File: config.mk
export PLATFORM = sky130hd
export DESIGN_NAME = alu_unit_flat
export DESIGN_NICKNAME = d
export VERILOG_FILES = /design/src/rtl/alu_unit_if.sv /design/src/rtl/alu_unit.sv /design/src/flat_wrapper.sv
export SDC_FILE = /design/constraint.sdc
export NUM_CORES = 1
export LEC_CHECK = 0
export CAP_MARGIN = 25
export CORE_MARGIN = 2
export CORE_UTILIZATION = 40
export DETAILED_ROUTE_END_ITERATION = 10
export GPL_TIMING_DRIVEN = 0
export PLACE_DENSITY = 0.72
export SYNTH_ARGS = -nofsm -noshare
export SYNTH_HDL_FRONTEND = slang
export SYNTH_SLANG_ARGS = --single-unit
File: constraint.sdc
create_clock -name clk -period 3.95 [get_ports clk]
set_input_delay 0.5925 -clock clk [delete_from_list [all_inputs] [get_ports clk]]
set_output_delay 0.5925 -clock clk [all_outputs]
set_load 0.03 [all_outputs]
File: src/rtl/alu_unit_if.sv
// Operand/result bundle between the ezRISC operand muxes and the execute-stage ALU.
// The master drives the operation select and operands; the slave returns the
// registered result and its status flags.
interface alu_unit_if #(
    parameter int WIDTH = 32
);
    logic [3:0]       alu_ctrl;
    logic [WIDTH-1:0] a;
    logic [WIDTH-1:0] b;
    logic [WIDTH-1:0] result;
    logic             zero;
    logic             carry;
    logic             overflow;

    modport master (
        output alu_ctrl,
        output a,
        output b,
        input  result,
        input  zero,
        input  carry,
        input  overflow
    );

    modport slave (
        input  alu_ctrl,
        input  a,
        input  b,
        output result,
        output zero,
        output carry,
        output overflow
    );
endinterface

File: src/rtl/alu_unit.sv
// 32-bit integer ALU for the ezRISC execute stage.
// Twelve operations selected by a 4-bit code; result, carry and overflow are
// registered (one-cycle latency), zero is decoded from the result register.
module alu_unit #(
    parameter int WIDTH = 32
) (
    input  logic       clk,
    input  logic       rst,
    alu_unit_if.slave  bus
);
    localparam int SHW = $clog2(WIDTH);

    localparam logic [3:0] OP_ADD   = 4'h0;
    localparam logic [3:0] OP_SUB   = 4'h1;
    localparam logic [3:0] OP_AND   = 4'h2;
    localparam logic [3:0] OP_OR    = 4'h3;
    localparam logic [3:0] OP_XOR   = 4'h4;
    localparam logic [3:0] OP_NOR   = 4'h5;
    localparam logic [3:0] OP_SLL   = 4'h6;
    localparam logic [3:0] OP_SRL   = 4'h7;
    localparam logic [3:0] OP_SRA   = 4'h8;
    localparam logic [3:0] OP_SLT   = 4'h9;
    localparam logic [3:0] OP_SLTU  = 4'hA;
    localparam logic [3:0] OP_PASSB = 4'hB;

    logic [WIDTH:0]   sum_s;
    logic [WIDTH:0]   diff_s;
    logic [SHW-1:0]   shamt_s;
    logic             add_ovf_s;
    logic             sub_ovf_s;
    logic [WIDTH-1:0] result_s;
    logic             carry_s;
    logic             overflow_s;

    logic [WIDTH-1:0] result_r;
    logic             carry_r;
    logic             overflow_r;

    // Shared adder/subtractor; subtraction is a + ~b + 1 so its carry-out means "no borrow".
    always_comb begin
        sum_s     = {1'b0, bus.a} + {1'b0, bus.b};
        diff_s    = {1'b0, bus.a} + {1'b0, ~bus.b} + {{WIDTH{1'b0}}, 1'b1};
        shamt_s   = bus.b[SHW-1:0];
        add_ovf_s = (bus.a[WIDTH-1] == bus.b[WIDTH-1]) && (sum_s[WIDTH-1] != bus.a[WIDTH-1]);
        sub_ovf_s = (bus.a[WIDTH-1] != bus.b[WIDTH-1]) && (diff_s[WIDTH-1] != bus.a[WIDTH-1]);
    end

    // Operation select; only ADD/SUB produce carry and overflow, reserved codes yield zero.
    always_comb begin
        result_s   = {WIDTH{1'b0}};
        carry_s    = 1'b0;
        overflow_s = 1'b0;
        case (bus.alu_ctrl)
            OP_ADD: begin
                result_s   = sum_s[WIDTH-1:0];
                carry_s    = sum_s[WIDTH];
                overflow_s = add_ovf_s;
            end
            OP_SUB: begin
                result_s   = diff_s[WIDTH-1:0];
                carry_s    = diff_s[WIDTH];
                overflow_s = sub_ovf_s;
            end
            OP_AND:   result_s = bus.a & bus.b;
            OP_OR:    result_s = bus.a | bus.b;
            OP_XOR:   result_s = bus.a ^ bus.b;
            OP_NOR:   result_s = ~(bus.a | bus.b);
            OP_SLL:   result_s = bus.a << shamt_s;
            OP_SRL:   result_s = bus.a >> shamt_s;
            OP_SRA:   result_s = $unsigned($signed(bus.a) >>> shamt_s);
            OP_SLT: begin
                if ($signed(bus.a) < $signed(bus.b)) begin
                    result_s = {{(WIDTH-1){1'b0}}, 1'b1};
                end else begin
                    result_s = {WIDTH{1'b0}};
                end
            end
            OP_SLTU: begin
                if (bus.a < bus.b) begin
                    result_s = {{(WIDTH-1){1'b0}}, 1'b1};
                end else begin
                    result_s = {WIDTH{1'b0}};
                end
            end
            OP_PASSB: result_s = bus.b;
            default: begin
                result_s   = {WIDTH{1'b0}};
                carry_s    = 1'b0;
                overflow_s = 1'b0;
            end
        endcase
    end

    // Output register; reset wins over whatever operation is presented on the same edge.
    always_ff @(posedge clk) begin
        if (rst) begin
            result_r   <= {WIDTH{1'b0}};
            carry_r    <= 1'b0;
            overflow_r <= 1'b0;
        end else begin
            result_r   <= result_s;
            carry_r    <= carry_s;
            overflow_r <= overflow_s;
        end
    end

    assign bus.result   = result_r;
    assign bus.carry    = carry_r;
    assign bus.overflow = overflow_r;
    assign bus.zero     = (result_r == {WIDTH{1'b0}});
endmodule

File: src/flat_wrapper.sv
// flat-port wrapper written by rule: the top's interface ports become plain ports
module alu_unit_flat 
#(
    parameter int WIDTH = 32
)
  (clk, rst, bus_alu_ctrl, bus_a, bus_b, bus_result, bus_zero, bus_carry, bus_overflow);
  alu_unit_if #(.WIDTH(WIDTH)) bus_i ();
  input  logic clk;
  input  logic rst;
  input wire logic [$bits(bus_i.alu_ctrl)-1:0] bus_alu_ctrl;
  input wire logic [$bits(bus_i.a)-1:0] bus_a;
  input wire logic [$bits(bus_i.b)-1:0] bus_b;
  output wire logic [$bits(bus_i.result)-1:0] bus_result;
  output wire logic [$bits(bus_i.zero)-1:0] bus_zero;
  output wire logic [$bits(bus_i.carry)-1:0] bus_carry;
  output wire logic [$bits(bus_i.overflow)-1:0] bus_overflow;
  assign bus_i.alu_ctrl = bus_alu_ctrl;
  assign bus_i.a = bus_a;
  assign bus_i.b = bus_b;
  assign bus_result = bus_i.result;
  assign bus_zero = bus_i.zero;
  assign bus_carry = bus_i.carry;
  assign bus_overflow = bus_i.overflow;
  alu_unit #(.WIDTH(WIDTH)) u_core (.clk(clk), .rst(rst), .bus(bus_i));
endmodule
* After elaboration in Yosys (flattened, before gate mapping)
Index checks and enable logic that the tools add are counted.
Cells by class: add/sub/neg operators 3, magnitude comparators 2, equal/unequal tests 15, shift operators 3, muxes and demuxes 5, bitwise logic cells 5, reductions and logical operators 4
Operator list (number):
- case mux 32 bit (12 select lines) | 1
- adder 32 x 32 -> 33 bit | 2
- less-than comparator 32 bit | 2
- NOT 32 bit | 2
- adder 33 x 1 -> 33 bit, second input constant | 1
- AND 32 bit | 1
- zero test 32 bit | 1
- OR 32 bit | 1
- << shifter 32 x 5 -> 32 bit | 1
- >> shifter 32 x 5 -> 32 bit | 1
- >>> shifter 32 x 5 -> 32 bit | 1
- bitwise XOR 32 bit | 1
- equality test 4 x 3 -> 1 bit, second input constant | 4
- equality test 4 bit, second input constant | 4
- equality test 4 x 2 -> 1 bit, second input constant | 2
- equality test 4 x 1 -> 1 bit, second input constant | 1
- zero test 4 bit | 1
- case mux 1 bit (2 select lines) | 2
- inequality test 1 bit | 3
- logical AND 1 bit | 2
- 2-to-1 mux 1 bit | 2
- equality test 1 bit | 1
Storage, ports and cells: bits in registers 34, input port bits 70

* Longest topological paths before layout
depth after elaboration 6, depth in mapped cells 16, gate-level depth less buffers 12

* Worst setup path before layout
No wires, ideal clock.
path kind input port to flip-flop, start input port bus_b[2], end register u_core.result_r[30], in the netlist u_core.bus.result[30], arrival time 3.763 ns, data required time 3.826 ns, path slack 0.063 ns, stages on the path 16, buffers on the path 5, path through clkbuf_1 buf_2 inv_2 buf_2 buf_1 ha_1 buf_4 o21bai_1 a211oi_2 o311ai_1 a2111oi_2 o31ai_1 a2bb2oi_1 or4b_1 a31o_1 nand3_1
On the way: cells in the longest elaborated chain, start to end 4, elaborated cells on any way between the ends 8, classes of those cells 3 x add/sub; 3 x shift; 1 x mux; 1 x bitwise
RTL lines:
- start: declaration | line flat_wrapper.sv:12 | input wire logic [$bits(bus_i.b)-1:0] bus_b;
- NOT 32 bit | line alu_unit.sv:42 | diff_s = {1'b0, bus.a} + {1'b0, ~bus.b} + {{WIDTH{1'b0}}, 1'b1};
- adder 32 x 32 -> 33 bit | line alu_unit.sv:42
- adder 33 x 1 -> 33 bit | line alu_unit.sv:42
- case mux 32 bit (12 select lines) (*) | line alu_unit.sv:53 | case (bus.alu_ctrl)
- end signal: assignment | line alu_unit.sv:97 | result_r <= {WIDTH{1'b0}};
- end signal: assignment | line alu_unit.sv:101 | result_r <= result_s;
- end: declaration | line alu_unit.sv:35 | logic [WIDTH-1:0] result_r;
Mark *: on every way between the ends. The rest lies on a longest branch, timed or not. A chain may end at the register's enable or synchronous reset.

* Final worst setup path
start input port bus_b[0], end register u_core.result_r[9], in the netlist u_core.bus.result[9]
Same word-level chain as after synthesis.

==> impl_results.md <==
* Status: complete, but fails checks
* Failing checks: negative setup slack
* Placed wire-length estimate at a little under 50 mm
* Pins Over Slew Limit at 0
* Non-filler instance count after layout at slightly below 2,000
* Slew @ Worst Pin at around 1100 ps
* First-pass GRT wire length at about 87 mm
* Clk buf depth at 2
* Final min period at 4010 ps
* Layout area overhead at 22.5%
* Sequential element share of the synthesized area at approximately 6.7%
* EDFF count, synth at 0
* Inserted Clock Buffers at 5
* Crit path to: u_core.bus.result[9]
* Peak VDD IR at between 0.1 and 0.15 mV
* Primary FF master, synth: dfxtp_1
* Fin area at between 10,000 and 15,000 um2
* Commonest non-fill, non-tap cell in the layout: nand2_1
* Initial antenna violation count at 2
* Nets at around 1,800
* CTS H-tree lvls at 2
* Root buffer cell: clkbuf_16
* Syn_area_per_cell at approximately 7 um2
* CORE AREA at ~25,000 um2
* CP max stage cell: a211oi_2
* Top Ports at about 110
* Crit path largest cell delay at roughly 470 ps
* # clock sinks at 34
* Die H at 164 um
* Via/cell ratio at ~7.1
* FFs w/ async S/R, synth at 0%
* Most frequent cells in the layout: nand2_1 (157), nor2_1 (150), a21oi_1 (127)
* Pre-CTS setup slack at -2130 ps
* CP cell instances: dlygate4sd2_1, buf_4, buf_4, buf_2, o21ai_0, nor2_1, a21oi_1, mux2i_1, mux2i_1, o21ai_0, a211oi_2, a31oi_1
* ANT nets after route at 0
* Fin util at about 50%
* Drt first pass iters at 6
* Yosys reg bits at 34
* Part of the cycle the worst path needs at 101%
* Critical Path RT at 4090 ps
* Vias in the first global route at 12,700
* Register area at 681 um2
* Final hold violation count at 0
* Setup crit end kind: flop
* Hold WC Path Type: in -> reg
* Syn_nets at approximately 1,700
* Setup CP Type: in -> reg
* Pin count of the biggest net entering global routing at 13
* Wirelength per Cell at 31.6 um
* Share of layout cells above drive strength 1 at between 10% and 20%
* Post-Route WL at a little over 60 mm
* YS warnings at 0
* Power Density at approximately 220 nW/um2
* Worst relative slew slack at a little over a quarter
* Die width at roughly 160 um
* CTS tree: done
* Multi-input logic area at 9090 um2
* # rows at 58
* GRT Total Usage at between 40% and 50%
* Final TNS setup at -175 ps
* Max Cap Viol at 0
* GRT overflow at 0
* LEAKAGE at 5.11 nW
* Final setup viols at 7
* Drt initial violations at approximately 2,100
* Library cells used by synthesis at between 80 and 90
* Initial Util at about two fifths
* N_diodes at 0
* Crit path DAT at 4140 ps
* Dpl cell area at 11,700 um2
* Die footprint at roughly 27,000 um2
* Mapped Area at roughly 10,000 um2
* FMAX at between 200 and 250 MHz
* CP Max Fanout at 10
* Number of fill cells in the layout at approximately 2,700
* Crit path launch type: primary input
* GPL Wtd Cong at between 1 and 1.5
* Placed Cells at 1,917
* Worst-path clk slew at approximately 60 ps
* Vias post-DR at about 14,000
* I/O Buffers at about 100
* Synth Instances at 1,482
* Number of remaining DRC errors at 0
* Post-CTS Hold Fix Bufs at 0
* CP startpoint: bus_b[0]
* PnR worst setup slack at -56.3 ps
## synth_stat cells (all sizes together) (31+ instances only)
| library cell | count | share of area, % |
|---|---|---|
| nand3 | 31 | 1.5 |
| dfxtp | 34 | 6.7 |
| mux4 | 36 | 8.0 |
| nor2 | 150 | 5.5 |
| a21oi | 132 | 6.6 |
| mux2i | 43 | 4.2 |
| nor3 | 35 | 1.7 |
| clkbuf | 69 | 2.5 |
| inv | 91 | 3.3 |
| buf | 51 | 2.5 |
| nand2 | 157 | 5.8 |
| ha | 102 | 13 |
| o21ai | 129 | 6.3 |
## registers in the layout (all words and copies together), names as in the netlist
register,flops
u_core.bus.result,32
u_core.bus.carry,1
u_core.bus.overflow,1
## metrics by stage
stage | hold WS (ps) | total power, mW
finish | 961 | 2.69
global route | 991 | 2.77
CTS | 947 | 2.57
detailed placement | 1260 | 2.07
global placement | 1260 | 2.08
floorplan | 662 | 1.41
## critical path, delay by kind of cell
kind,cells,cell delay (ps)
AO/OA/AOI/OAI,5,1570
buffers and inverters,4,1170
multiplexers,2,720
AND/OR/NAND/NOR,1,80
## report_power, final
part           leakage (nW)  switching, mW  internal, mW
Sequential            0.281         0.0178         0.375
Clock                0.0688          0.171         0.244
Combinational          4.76           1.23         0.654
Total                  5.11           1.42          1.27
## area by class of cell
type | count | area share [%]
multi-input combinational | 1233 | 72.7
timing repair buffer | 126 | 9.67
sequential | 34 | 5.45
buffer | 117 | 4.86
tap | 330 | 3.30
inverter | 95 | 2.88
clock buffer | 6 | 1.11
## per-layer routing
metal	share of wire (%)	track usage, %	vias up	wire (um)
met1	39	58.3	6542	24000
met4	6.4	23.8	2	3890
met3	12	12.7	262	7580
li1	-	-	5807	-
met5	0.015	0	-	9
met2	42	65.8	1134	25700
## cells by family (layout without fill, tap and decap cells)
group | Yosys count | after routing | synth area share (%)
AOI/OAI and AO/OA | 540 | 540 | 35.3
xor gates and xnor gates | 15 | 15 | 1.29
adders and majority gates | 104 | 104 | 12.9
buffers and inverters | 215 | 344 | 8.52
DFF | 34 | 34 | 6.67
muxes | 97 | 97 | 14.2
and+or+nand+nor | 477 | 477 | 21.2
## worst min path at each step
stage / start / to / cells after the start
2_1_floorplan: rst / u_core.bus.carry / 1
3_3_place_gp: rst / u_core.bus.carry / 2
3_5_place_dp: rst / u_core.bus.overflow / 2
4_1_cts: rst / u_core.bus.overflow / 2
5_1_grt: rst / u_core.bus.carry / 2
6_report: rst / u_core.bus.carry / 2
## repair_timing
| item | 4_1_cts | 5_1_grt |
|---|---|---|
| resized for setup | 99 | 62 |
| pin swaps | 12 | 17 |
| endpoints found under the hold margin | 0 | 0 |
| cloned | 0 | 1 |
| setup endpoints to repair | 34 | 31 |
| setup buffers | 15 | 5 |
Note: power is estimated with default switching activity, not from simulation.
